==> src/rtl/vga_scene_sequencer_if.sv <==
// rtl/vga_scene_sequencer_if.sv - signal bundle between game logic, VGA timing and the scene sequencer
//
// Purpose: groups the frame-sync input, the game event pulses and the display-facing
// fields into one bundle so the sequencer and its surroundings connect with one port.
//
// Signals:
//   vsync       vertical sync from the VGA timing controller, active-low pulse
//   start       one-cycle start/confirm pulse (debounced upstream)
//   score0_evt  one-cycle pulse, player 0 scored
//   score1_evt  one-cycle pulse, player 1 scored
//   scene       0=TITLE 1=PLAY 2=POINT 3=OVER
//   score0      displayed score, player 0
//   score1      displayed score, player 1
//   flash_on    blink enable for the score digits
//   winner      0=none 1=player 0 2=player 1 3=draw
//   frame_tick  one-cycle pulse per vsync falling edge
//
// Modports:
//   master  game/timing side: drives vsync, start and score pulses, observes display fields
//   slave   sequencer side: observes the pulses, drives display fields and frame_tick
interface vga_scene_sequencer_if;
   logic       vsync;
   logic       start;
   logic       score0_evt;
   logic       score1_evt;
   logic [1:0] scene;
   logic [3:0] score0;
   logic [3:0] score1;
   logic       flash_on;
   logic [1:0] winner;
   logic       frame_tick;

   modport master (
      output vsync, start, score0_evt, score1_evt,
      input  scene, score0, score1, flash_on, winner, frame_tick
   );

   modport slave (
      input  vsync, start, score0_evt, score1_evt,
      output scene, score0, score1, flash_on, winner, frame_tick
   );
endinterface

==> src/rtl/vga_scene_sequencer.sv <==
// rtl/vga_scene_sequencer.sv - frame-synchronous scene and score sequencer for the VGA pixel generator
//
// Purpose: tracks both players' scores and steps the screen through title, play,
// point-flash and game-over. Every display-facing field is a shadow register that
// only reloads on the frame_tick cycle, so a single frame never mixes old and new content.
//
// Ports:
//   clk   25 MHz pixel clock, same domain as the VGA timing controller
//   rst   synchronous reset, active-low
//   bus   slave side of vga_scene_sequencer_if (vsync/start/score pulses in,
//         scene/score0/score1/flash_on/winner/frame_tick out)
module vga_scene_sequencer #(
   parameter int WIN_SCORE    = 7,
   parameter int FLASH_FRAMES = 60,
   parameter int BLINK_FRAMES = 8,
   parameter int OVER_FRAMES  = 180
) (
   input  logic                  clk,
   input  logic                  rst,
   vga_scene_sequencer_if.slave  bus
);

   typedef enum logic [1:0] {
      ST_IDLE  = 2'd0,
      ST_PLAY  = 2'd1,
      ST_POINT = 2'd2,
      ST_OVER  = 2'd3
   } state_t;

   localparam logic [3:0] WIN_C   = 4'(WIN_SCORE);
   localparam logic [7:0] FLASH_C = 8'(FLASH_FRAMES);
   localparam logic [7:0] BLINK_C = 8'(BLINK_FRAMES);
   localparam logic [7:0] OVER_C  = 8'(OVER_FRAMES);

   // game state
   state_t     state_q, state_d;
   logic [3:0] score0_q, score0_d;
   logic [3:0] score1_q, score1_d;
   logic [7:0] frame_cnt_q, frame_cnt_d;
   logic [7:0] blink_cnt_q, blink_cnt_d;
   logic       flash_q, flash_d;
   logic [1:0] winner_q, winner_d;

   // frame sync
   logic       vsync_prev_q, vsync_prev_d;
   logic       frame_tick_q, frame_tick_d;

   // display shadows
   logic [1:0] disp_scene_q, disp_scene_d;
   logic [3:0] disp_score0_q, disp_score0_d;
   logic [3:0] disp_score1_q, disp_score1_d;
   logic       disp_flash_q, disp_flash_d;
   logic [1:0] disp_winner_q, disp_winner_d;

   logic       any_evt;
   logic       win0;
   logic       win1;
   logic       blink_last;
   logic       timed_state;

   assign any_evt     = bus.score0_evt | bus.score1_evt;
   assign win0        = (score0_q == WIN_C);
   assign win1        = (score1_q == WIN_C);
   assign blink_last  = ((blink_cnt_q + 8'd1) == BLINK_C);
   assign timed_state = (state_q == ST_POINT) || (state_q == ST_OVER);

   always_comb begin
      state_d       = state_q;
      score0_d      = score0_q;
      score1_d      = score1_q;
      frame_cnt_d   = frame_cnt_q;
      blink_cnt_d   = blink_cnt_q;
      flash_d       = flash_q;
      winner_d      = winner_q;
      disp_scene_d  = disp_scene_q;
      disp_score0_d = disp_score0_q;
      disp_score1_d = disp_score1_q;
      disp_flash_d  = disp_flash_q;
      disp_winner_d = disp_winner_q;

      // Falling edge of vsync seen between the previous and current sample.
      vsync_prev_d = bus.vsync;
      frame_tick_d = vsync_prev_q & ~bus.vsync;

      // Shadows capture the values as they stand before this edge's transition,
      // so a state change on a tick cycle shows up one frame later.
      if (frame_tick_q) begin
         disp_scene_d  = state_q;
         disp_score0_d = score0_q;
         disp_score1_d = score1_q;
         disp_flash_d  = flash_q;
         disp_winner_d = winner_q;
      end

      // POINT and OVER share the frame counter and the blink divider.
      if (timed_state && frame_tick_q) begin
         frame_cnt_d = frame_cnt_q + 8'd1;
         if (blink_last) begin
            blink_cnt_d = 8'd0;
            flash_d     = ~flash_q;
         end else begin
            blink_cnt_d = blink_cnt_q + 8'd1;
         end
      end

      case (state_q)
         ST_IDLE: begin
            // start wins over a coincident score pulse, which is simply dropped
            if (bus.start) begin
               state_d  = ST_PLAY;
               score0_d = 4'd0;
               score1_d = 4'd0;
               winner_d = 2'd0;
            end
         end

         ST_PLAY: begin
            if (any_evt) begin
               if (bus.score0_evt && (score0_q < WIN_C)) begin
                  score0_d = score0_q + 4'd1;
               end
               if (bus.score1_evt && (score1_q < WIN_C)) begin
                  score1_d = score1_q + 4'd1;
               end
               state_d     = ST_POINT;
               frame_cnt_d = 8'd0;
               blink_cnt_d = 8'd0;
               flash_d     = 1'b1;
            end
         end

         ST_POINT: begin
            if (frame_tick_q && (frame_cnt_d == FLASH_C)) begin
               if (win0 || win1) begin
                  state_d     = ST_OVER;
                  frame_cnt_d = 8'd0;
                  blink_cnt_d = 8'd0;
                  flash_d     = 1'b1;
                  winner_d    = {win1, win0};
               end else begin
                  state_d = ST_PLAY;
                  flash_d = 1'b0;
               end
            end
         end

         ST_OVER: begin
            // scores and winner stay put so the title screen can still show them
            if (bus.start || (frame_tick_q && (frame_cnt_d == OVER_C))) begin
               state_d = ST_IDLE;
               flash_d = 1'b0;
            end
         end

         default: begin
            state_d = ST_IDLE;
         end
      endcase
   end

   always_ff @(posedge clk) begin
      if (!rst) begin
         state_q       <= ST_IDLE;
         score0_q      <= 4'd0;
         score1_q      <= 4'd0;
         frame_cnt_q   <= 8'd0;
         blink_cnt_q   <= 8'd0;
         flash_q       <= 1'b0;
         winner_q      <= 2'd0;
         vsync_prev_q  <= 1'b1;
         frame_tick_q  <= 1'b0;
         disp_scene_q  <= 2'd0;
         disp_score0_q <= 4'd0;
         disp_score1_q <= 4'd0;
         disp_flash_q  <= 1'b0;
         disp_winner_q <= 2'd0;
      end else begin
         state_q       <= state_d;
         score0_q      <= score0_d;
         score1_q      <= score1_d;
         frame_cnt_q   <= frame_cnt_d;
         blink_cnt_q   <= blink_cnt_d;
         flash_q       <= flash_d;
         winner_q      <= winner_d;
         vsync_prev_q  <= vsync_prev_d;
         frame_tick_q  <= frame_tick_d;
         disp_scene_q  <= disp_scene_d;
         disp_score0_q <= disp_score0_d;
         disp_score1_q <= disp_score1_d;
         disp_flash_q  <= disp_flash_d;
         disp_winner_q <= disp_winner_d;
      end
   end

   assign bus.scene      = disp_scene_q;
   assign bus.score0     = disp_score0_q;
   assign bus.score1     = disp_score1_q;
   assign bus.flash_on   = disp_flash_q;
   assign bus.winner     = disp_winner_q;
   assign bus.frame_tick = frame_tick_q;

endmodule

==> src/flat_wrapper.sv <==
// flat-port wrapper written by rule: the top's interface ports become plain ports
module vga_scene_sequencer_flat 
#(
   parameter int WIN_SCORE    = 7,
   parameter int FLASH_FRAMES = 60,
   parameter int BLINK_FRAMES = 8,
   parameter int OVER_FRAMES  = 180
)
  (clk, rst, bus_vsync, bus_start, bus_score0_evt, bus_score1_evt, bus_scene, bus_score0, bus_score1, bus_flash_on, bus_winner, bus_frame_tick);
  vga_scene_sequencer_if bus_i ();
  input  logic clk;
  input  logic rst;
  input wire logic [$bits(bus_i.vsync)-1:0] bus_vsync;
  input wire logic [$bits(bus_i.start)-1:0] bus_start;
  input wire logic [$bits(bus_i.score0_evt)-1:0] bus_score0_evt;
  input wire logic [$bits(bus_i.score1_evt)-1:0] bus_score1_evt;
  output wire logic [$bits(bus_i.scene)-1:0] bus_scene;
  output wire logic [$bits(bus_i.score0)-1:0] bus_score0;
  output wire logic [$bits(bus_i.score1)-1:0] bus_score1;
  output wire logic [$bits(bus_i.flash_on)-1:0] bus_flash_on;
  output wire logic [$bits(bus_i.winner)-1:0] bus_winner;
  output wire logic [$bits(bus_i.frame_tick)-1:0] bus_frame_tick;
  assign bus_i.vsync = bus_vsync;
  assign bus_i.start = bus_start;
  assign bus_i.score0_evt = bus_score0_evt;
  assign bus_i.score1_evt = bus_score1_evt;
  assign bus_scene = bus_i.scene;
  assign bus_score0 = bus_i.score0;
  assign bus_score1 = bus_i.score1;
  assign bus_flash_on = bus_i.flash_on;
  assign bus_winner = bus_i.winner;
  assign bus_frame_tick = bus_i.frame_tick;
  vga_scene_sequencer #(.WIN_SCORE(WIN_SCORE), .FLASH_FRAMES(FLASH_FRAMES), .BLINK_FRAMES(BLINK_FRAMES), .OVER_FRAMES(OVER_FRAMES)) u_core (.clk(clk), .rst(rst), .bus(bus_i));
endmodule
==> config.mk <==
export PLATFORM = sky130hd
export DESIGN_NAME = vga_scene_sequencer_flat
export DESIGN_NICKNAME = d
export VERILOG_FILES = /design/src/rtl/vga_scene_sequencer_if.sv /design/src/rtl/vga_scene_sequencer.sv /design/src/flat_wrapper.sv
export SDC_FILE = /design/constraint.sdc
export NUM_CORES = 1
export LEC_CHECK = 0
export BUFFER_PORTS_ARGS = -buffer_cell sky130_fd_sc_hd__buf_2
export CAP_MARGIN = 20
export CORE_MARGIN = 5
export CORE_UTILIZATION = 63
export DETAILED_ROUTE_END_ITERATION = 10
export PLACE_DENSITY = 0.87
export SLEW_MARGIN = 0
export SYNTH_ARGS = -nofsm -noshare
export SYNTH_HDL_FRONTEND = slang
export SYNTH_SLANG_ARGS = --single-unit
==> constraint.sdc <==
create_clock -name clk -period 7.6 [get_ports clk]
set_input_delay 0.76 -clock clk [delete_from_list [all_inputs] [get_ports clk]]
set_output_delay 0.76 -clock clk [all_outputs]
set_load 0.01 [all_outputs]
=== Word-level counts from Yosys, hierarchy flattened ===
Index checks and enable logic that the tools add are counted.

* Flip-flop bits (word level): 44
* Input port bits: 6
* Output and inout bits: 14

* $add $sub $neg: 4
* Order comparisons: 2
* Equality and inequality tests: 15
* Mux-type cells: 35
* Bitwise gates (word level): 4
* Reduce and logical (&&, ||, !) cells: 15

{| class="wikitable"
|+ Operators by type and width
! cell !! count
|-
| $mux 8 || 9
|-
| $pmux 8 s2 || 2
|-
| $mux 4 || 5
|-
| $add 8x1->8 const B || 2
|-
| $mux 2 || 8
|-
| $pmux 4 s2 || 2
|-
| $reduce_and 4->1 || 4
|-
| $add 4x1->4 const B || 2
|-
| $eq 4x3->1 const B || 2
|-
| $eq 8x4->1 const B || 1
|-
| $eq 8x6->1 const B || 1
|-
| $eq 8x8->1 const B || 1
|-
| $lt 4x3->1 const B || 2
|-
| $ne 2x2->1 const B || 4
|-
| $pmux 2 s4 || 1
|-
| $mux 1 || 6
|-
| $ne 2x1->1 const B || 3
|-
| $logic_and 1x1->1 || 5
|-
| $eq 2x2->1 const B || 2
|-
| $pmux 2 s2 || 1
|-
| $reduce_bool 2->1 || 2
|-
| $logic_or 1x1->1 || 3
|-
| $pmux 1 s3 || 1
|-
| $eq 2x1->1 const B || 1
|-
| other kinds (4) || 5
|}

=== Longest topological paths before layout ===
* Word-level depth: 9
* Depth in mapped cells: 10

=== Worst setup path before layout ===
OpenSTA, ideal clock, no wires.

* Kind: register to register
* From: register u_core.state_q[0]
* To: register u_core.state_q[0]
* Setup time: 0.079 ns
* Arrival: 2.320 ns
* Slack: 5.201 ns
* Stages on the path, launching flop included: 10
* Path buffers: 1
* Clock period less this slack: 2.399 ns
* Cells stage by stage: dfxtp_1 inv_1 ha_1 buf_4 o211ai_1 xor2_1 nor4b_4 a311oi_2 or3_1 a211oi_2

* Longest elaborated chain between the ends: 9
* Elaborated cells on any way between the ends: 18
* Classes of those cells: eq/ne: 9; mux: 2; reduce/logical: 7

{| class="wikitable"
|+ RTL lines
! element !! line !! text
|-
| from (decl) || vga_scene_sequencer.sv:36 || <nowiki>state_t state_q, state_d;</nowiki>
|-
| from (signal assigned) || vga_scene_sequencer.sv:178 || <nowiki>state_q <= state_d;</nowiki>
|-
| $eq 2x2->1 || vga_scene_sequencer.sv:65, vga_scene_sequencer.sv:106 ||
|-
| $logic_or 1x1->1 || vga_scene_sequencer.sv:65 || <nowiki>assign timed_state = (state_q == ST_POINT) || (state_q == ST_OVER);</nowiki>
|-
| $logic_and 1x1->1 || vga_scene_sequencer.sv:96 || <nowiki>if (timed_state && frame_tick_q) begin</nowiki>
|-
| $mux 8 || vga_scene_sequencer.sv:96 ||
|-
| $eq 8x8->1 || vga_scene_sequencer.sv:149 || <nowiki>if (bus.start || (frame_tick_q && (frame_cnt_d == OVER_C))) begin</nowiki>
|-
| $logic_and 1x1->1 || vga_scene_sequencer.sv:149 ||
|-
| $logic_or 1x1->1 || vga_scene_sequencer.sv:149 ||
|-
| $ne 2x2->1 (no source line) || n/a ||
|-
| $reduce_and 4->1 (no source line) || n/a ||
|}

Parallel ways exist; a longest one is shown, timed or not.
A chain may end at the register's enable or synchronous reset.

=== Final worst setup path ===
* From: register u_core.frame_tick_q (netlist: u_core.bus.frame_tick)
* To: register u_core.blink_cnt_q[1]

* Longest elaborated chain between the ends: 6
* Elaborated cells on any way between the ends: 9
* Classes of those cells: eq/ne: 1; mux: 6; reduce/logical: 2

{| class="wikitable"
|+ RTL lines
! element !! line !! text
|-
| from (decl) || vga_scene_sequencer.sv:46 || <nowiki>logic frame_tick_q, frame_tick_d;</nowiki>
|-
| from (signal assigned) || vga_scene_sequencer.sv:186 || <nowiki>frame_tick_q <= frame_tick_d;</nowiki>
|-
| $logic_and 1x1->1 || vga_scene_sequencer.sv:96 ||
|-
| $mux 8 || vga_scene_sequencer.sv:96 ||
|-
| $eq 8x6->1 || vga_scene_sequencer.sv:133 || <nowiki>if (frame_tick_q && (frame_cnt_d == FLASH_C)) begin</nowiki>
|-
| $logic_and 1x1->1 || vga_scene_sequencer.sv:133 ||
|-
| $mux 8 || vga_scene_sequencer.sv:133 ||
|-
| $pmux 8 s2 * || vga_scene_sequencer.sv:106 || <nowiki>case (state_q)</nowiki>
|-
| to (signal assigned) || vga_scene_sequencer.sv:182 || <nowiki>blink_cnt_q <= blink_cnt_d;</nowiki>
|-
| to (decl) || vga_scene_sequencer.sv:40 || <nowiki>logic [7:0] blink_cnt_q, blink_cnt_d;</nowiki>
|}

Mark *: on every way between the ends. The rest lies on a longest branch, timed or not.

==> reports/results.txt <==
Outcome - finished, final reports clean
Initial antenna violation count - 0
Tcrit/Tclk final - 39.86%
Die Y - 69.16 µm
Synthesized flop and latch total - 44
Post CTS Setup Buffer Count - 0
Layout cell share with drive strength beyond 1 - 14.02%
Chip Width - 69.16 µm
Fin cells - 310
Placer Congestion - 0.8313
Most common flop cell mapped by yosys - dfxtp_1
Reg2reg setup slack - 4570 ps
Final-report hold violation count - 0
CTS tree - done
DP Cell Count - 302
Via count - 1808
Drt initial violations - 81
Critical setup path kind - reg2reg
Ant. Diodes - 0
Clock power frac - 23.2%
DR DRC count - 0
Sink Count - 44
Fin Clk Skew - 10.10 ps
Int Power - 0.0003349 W
Slew Limit Fails - 0
Syn_nets - 258
Worst slew pin tran - 992.0 ps
Core area - 0.003363 mm²
RSZ-0062 raised after global routing - false
Max transition margin - 33.78%
WL final - 4213 µm
Floorplan row count - 21
Number of max-cap violations - 0
Static leakage - 0.9175 nW
Crit start category - flip-flop
Post-synth EDFFs - 0
Port Buffers - 19
Synth Cell Area - 0.002205 mm²
Yosys cell types - 50
Async SR Flop Fraction - 0%
Clock Latency Late Sink - 350 ps
Top Ports - 20
Worst EP arrival - 3260 ps
Crit path capture type - flip-flop
Syn_area_per_cell - 9.035 µm²
Top cells by area, synth - dfxtp_1 40%, mux2i_1 6.8%, nor2_1 6.5%
Pre-Repair DR Iteration Count - 4
Layout Nets - 277
CP Max Fanout - 19
Fin crit period - 3029 ps
Fin Setup TNS - 0 ps
Hpwl dp - 3184 µm
CTS Hold Bufs - 0
Cts repair resizes - 0
Leading area contributor after synthesis - dfxtp_1
Avg Vias per Cell - 5.832
CTS buffer count - 5
Number of global-route vias before repair - 1627
Die area - 0.004782 mm²
Share of total power in combinational logic - 25.9%
Number of nets with antenna violations after routing - 0
Starting Density - 65.55%
PD cells - 211.5 mW/mm²
Largest net degree at the start of global routing - 20
Clock-pin slew on the worst setup and hold paths - 120 ps
Fmax - 330.1 MHz
Required @ worst endpoint - 7830 ps
Sequential Power Share - 50.9%
Synth warn - 0
Core Util, Final - 70.72%
Maximum clock path buffer count - 2
GRT Total Usage - 18.27%
Area Growth Syn to Fin - 7.889%
Gr ovfl total - 0
First-pass GRT wire length - 7176 µm
Final Setup Violations - 0
Min-Delay Path Class - reg2reg
DR WL/cell - 13.59 µm
Sw Share - 33.44%
Filler Cell Count - 291
Overall Power - 0.0005032 W
WHS - 421.6 ps
Sequential cell area fraction in the yosys report - 39.95%
Synth Instances - 244
P_sw - 0.0001682 W
CTS Root Cell - clkbuf_4
H-tree depth - 2
Maximum vdd drop - 118.8 µV
Synth top area share - 39.95%
## cell families after synthesis
kind of cell | Yosys count | share of synthesized area [%]
compound gates | 39 | 13.96
xor+xnor | 16 | 6.356
fa+ha+maj | 8 | 4.540
buf+inv | 18 | 3.745
flops | 44 | 39.95
mux | 16 | 7.321
simple gates | 103 | 24.12
## cell usage after synthesis (2+ instances only)
library cell,count
or3_1,4
nand2b_1,4
inv_1,11
mux2i_1,15
nor4_1,3
nand2_1,15
o22ai_1,2
o21ai_0,5
o21ai_2,2
dfxtp_1,44
and2_1,3
o211ai_1,5
buf_4,2
a21oi_1,7
nand4_1,7
nor2_1,38
nand3_1,9
a41oi_1,2
xor2_1,11
o31ai_1,3
xnor2_1,5
and3_1,4
nor3_1,5
ha_1,8
clkbuf_1,3
a31oi_1,2
nor3b_1,2
## metal layers
metal	global-route usage [%]	vias up	part of all wire (%)
li1	-	910	-
met1	23.20	849	47
met2	29.34	44	47
met3	5.233	5	5.0
met4	6.725	0	1.1
met5	0	-	0
## power by group through the flow
stage / Clock, W / Sequential (W) / Combinational, W
after floorplan: 0 / 0.000257 / 0.000111
after global placement: 0 / 0.000261 / 0.000127
after detailed placement: 0 / 0.000261 / 0.000130
after CTS: 0.000121 / 0.000256 / 0.000130
after global routing: 0.000131 / 0.000258 / 0.000145
final: 0.000117 / 0.000256 / 0.000130
## critical path, stage by stage, from the launching register on
cell and delay [ps]:
dfxtp_1 990, o21ai_2 300, or3_1 460, a21oi_2 270
a41oi_4 160, o21ai_2 590, nor3_1 130
## registers in the layout, indices dropped and copies added, names as in the netlist
signal                 cells
u_core.flash_q             1
u_core.frame_cnt_q         8
u_core.winner_q            2
u_core.bus.frame_tick      1
u_core.bus.winner          2
u_core.bus.flash_on        1
u_core.vsync_prev_q        1
u_core.score0_q            4
u_core.state_q             2
u_core.blink_cnt_q         8
u_core.bus.score0          4
u_core.score1_q            4
u_core.bus.score1          4
u_core.bus.scene           2
## final cells by class
cell class	instances	area [µm²]	share of cell area [%]
Tap cell	46	57.56	2.420
Multi-Input combinational cell	182	1241	52.18
Sequential cell	44	880.8	37.03
Clock buffer	7	55.05	2.315
Inverter	11	41.29	1.736
Clock inverter	1	7.507	0.3156
Timing Repair Buffer	19	95.09	3.998
## metrics by stage
| stage | worst slack [ps] | instance area [µm²] |
|---|---|---|
| final | 4571 | 2379 |
| after global routing | 4356 | 2379 |
| after floorplan | 5201 | 2205 |
| after global placement | 4666 | 2316 |
| after CTS | 4566 | 2379 |
| after detailed placement | 4576 | 2316 |
## worst paths after layout
kind                    startpoint                     to  depth (start not counted)
min reg2reg    u_core.vsync_prev_q  u_core.bus.frame_tick                          2
min            u_core.vsync_prev_q  u_core.bus.frame_tick                          2
max          u_core.bus.frame_tick  u_core.blink_cnt_q[1]                          6
max reg2reg  u_core.bus.frame_tick  u_core.blink_cnt_q[1]                          6
## cell usage in the layout (no fill, tap or decap), types with 7 or more instances in the layout
master / count
nor2_1: 38
nand2_1: 15
mux2i_1: 15
buf_2: 19
a21oi_1: 7
nand3_1: 9
ha_1: 8
xor2_1: 11
dfxtp_1: 44
nand4_1: 7
inv_1: 11
Note: power is estimated with default switching activity, not from simulation.
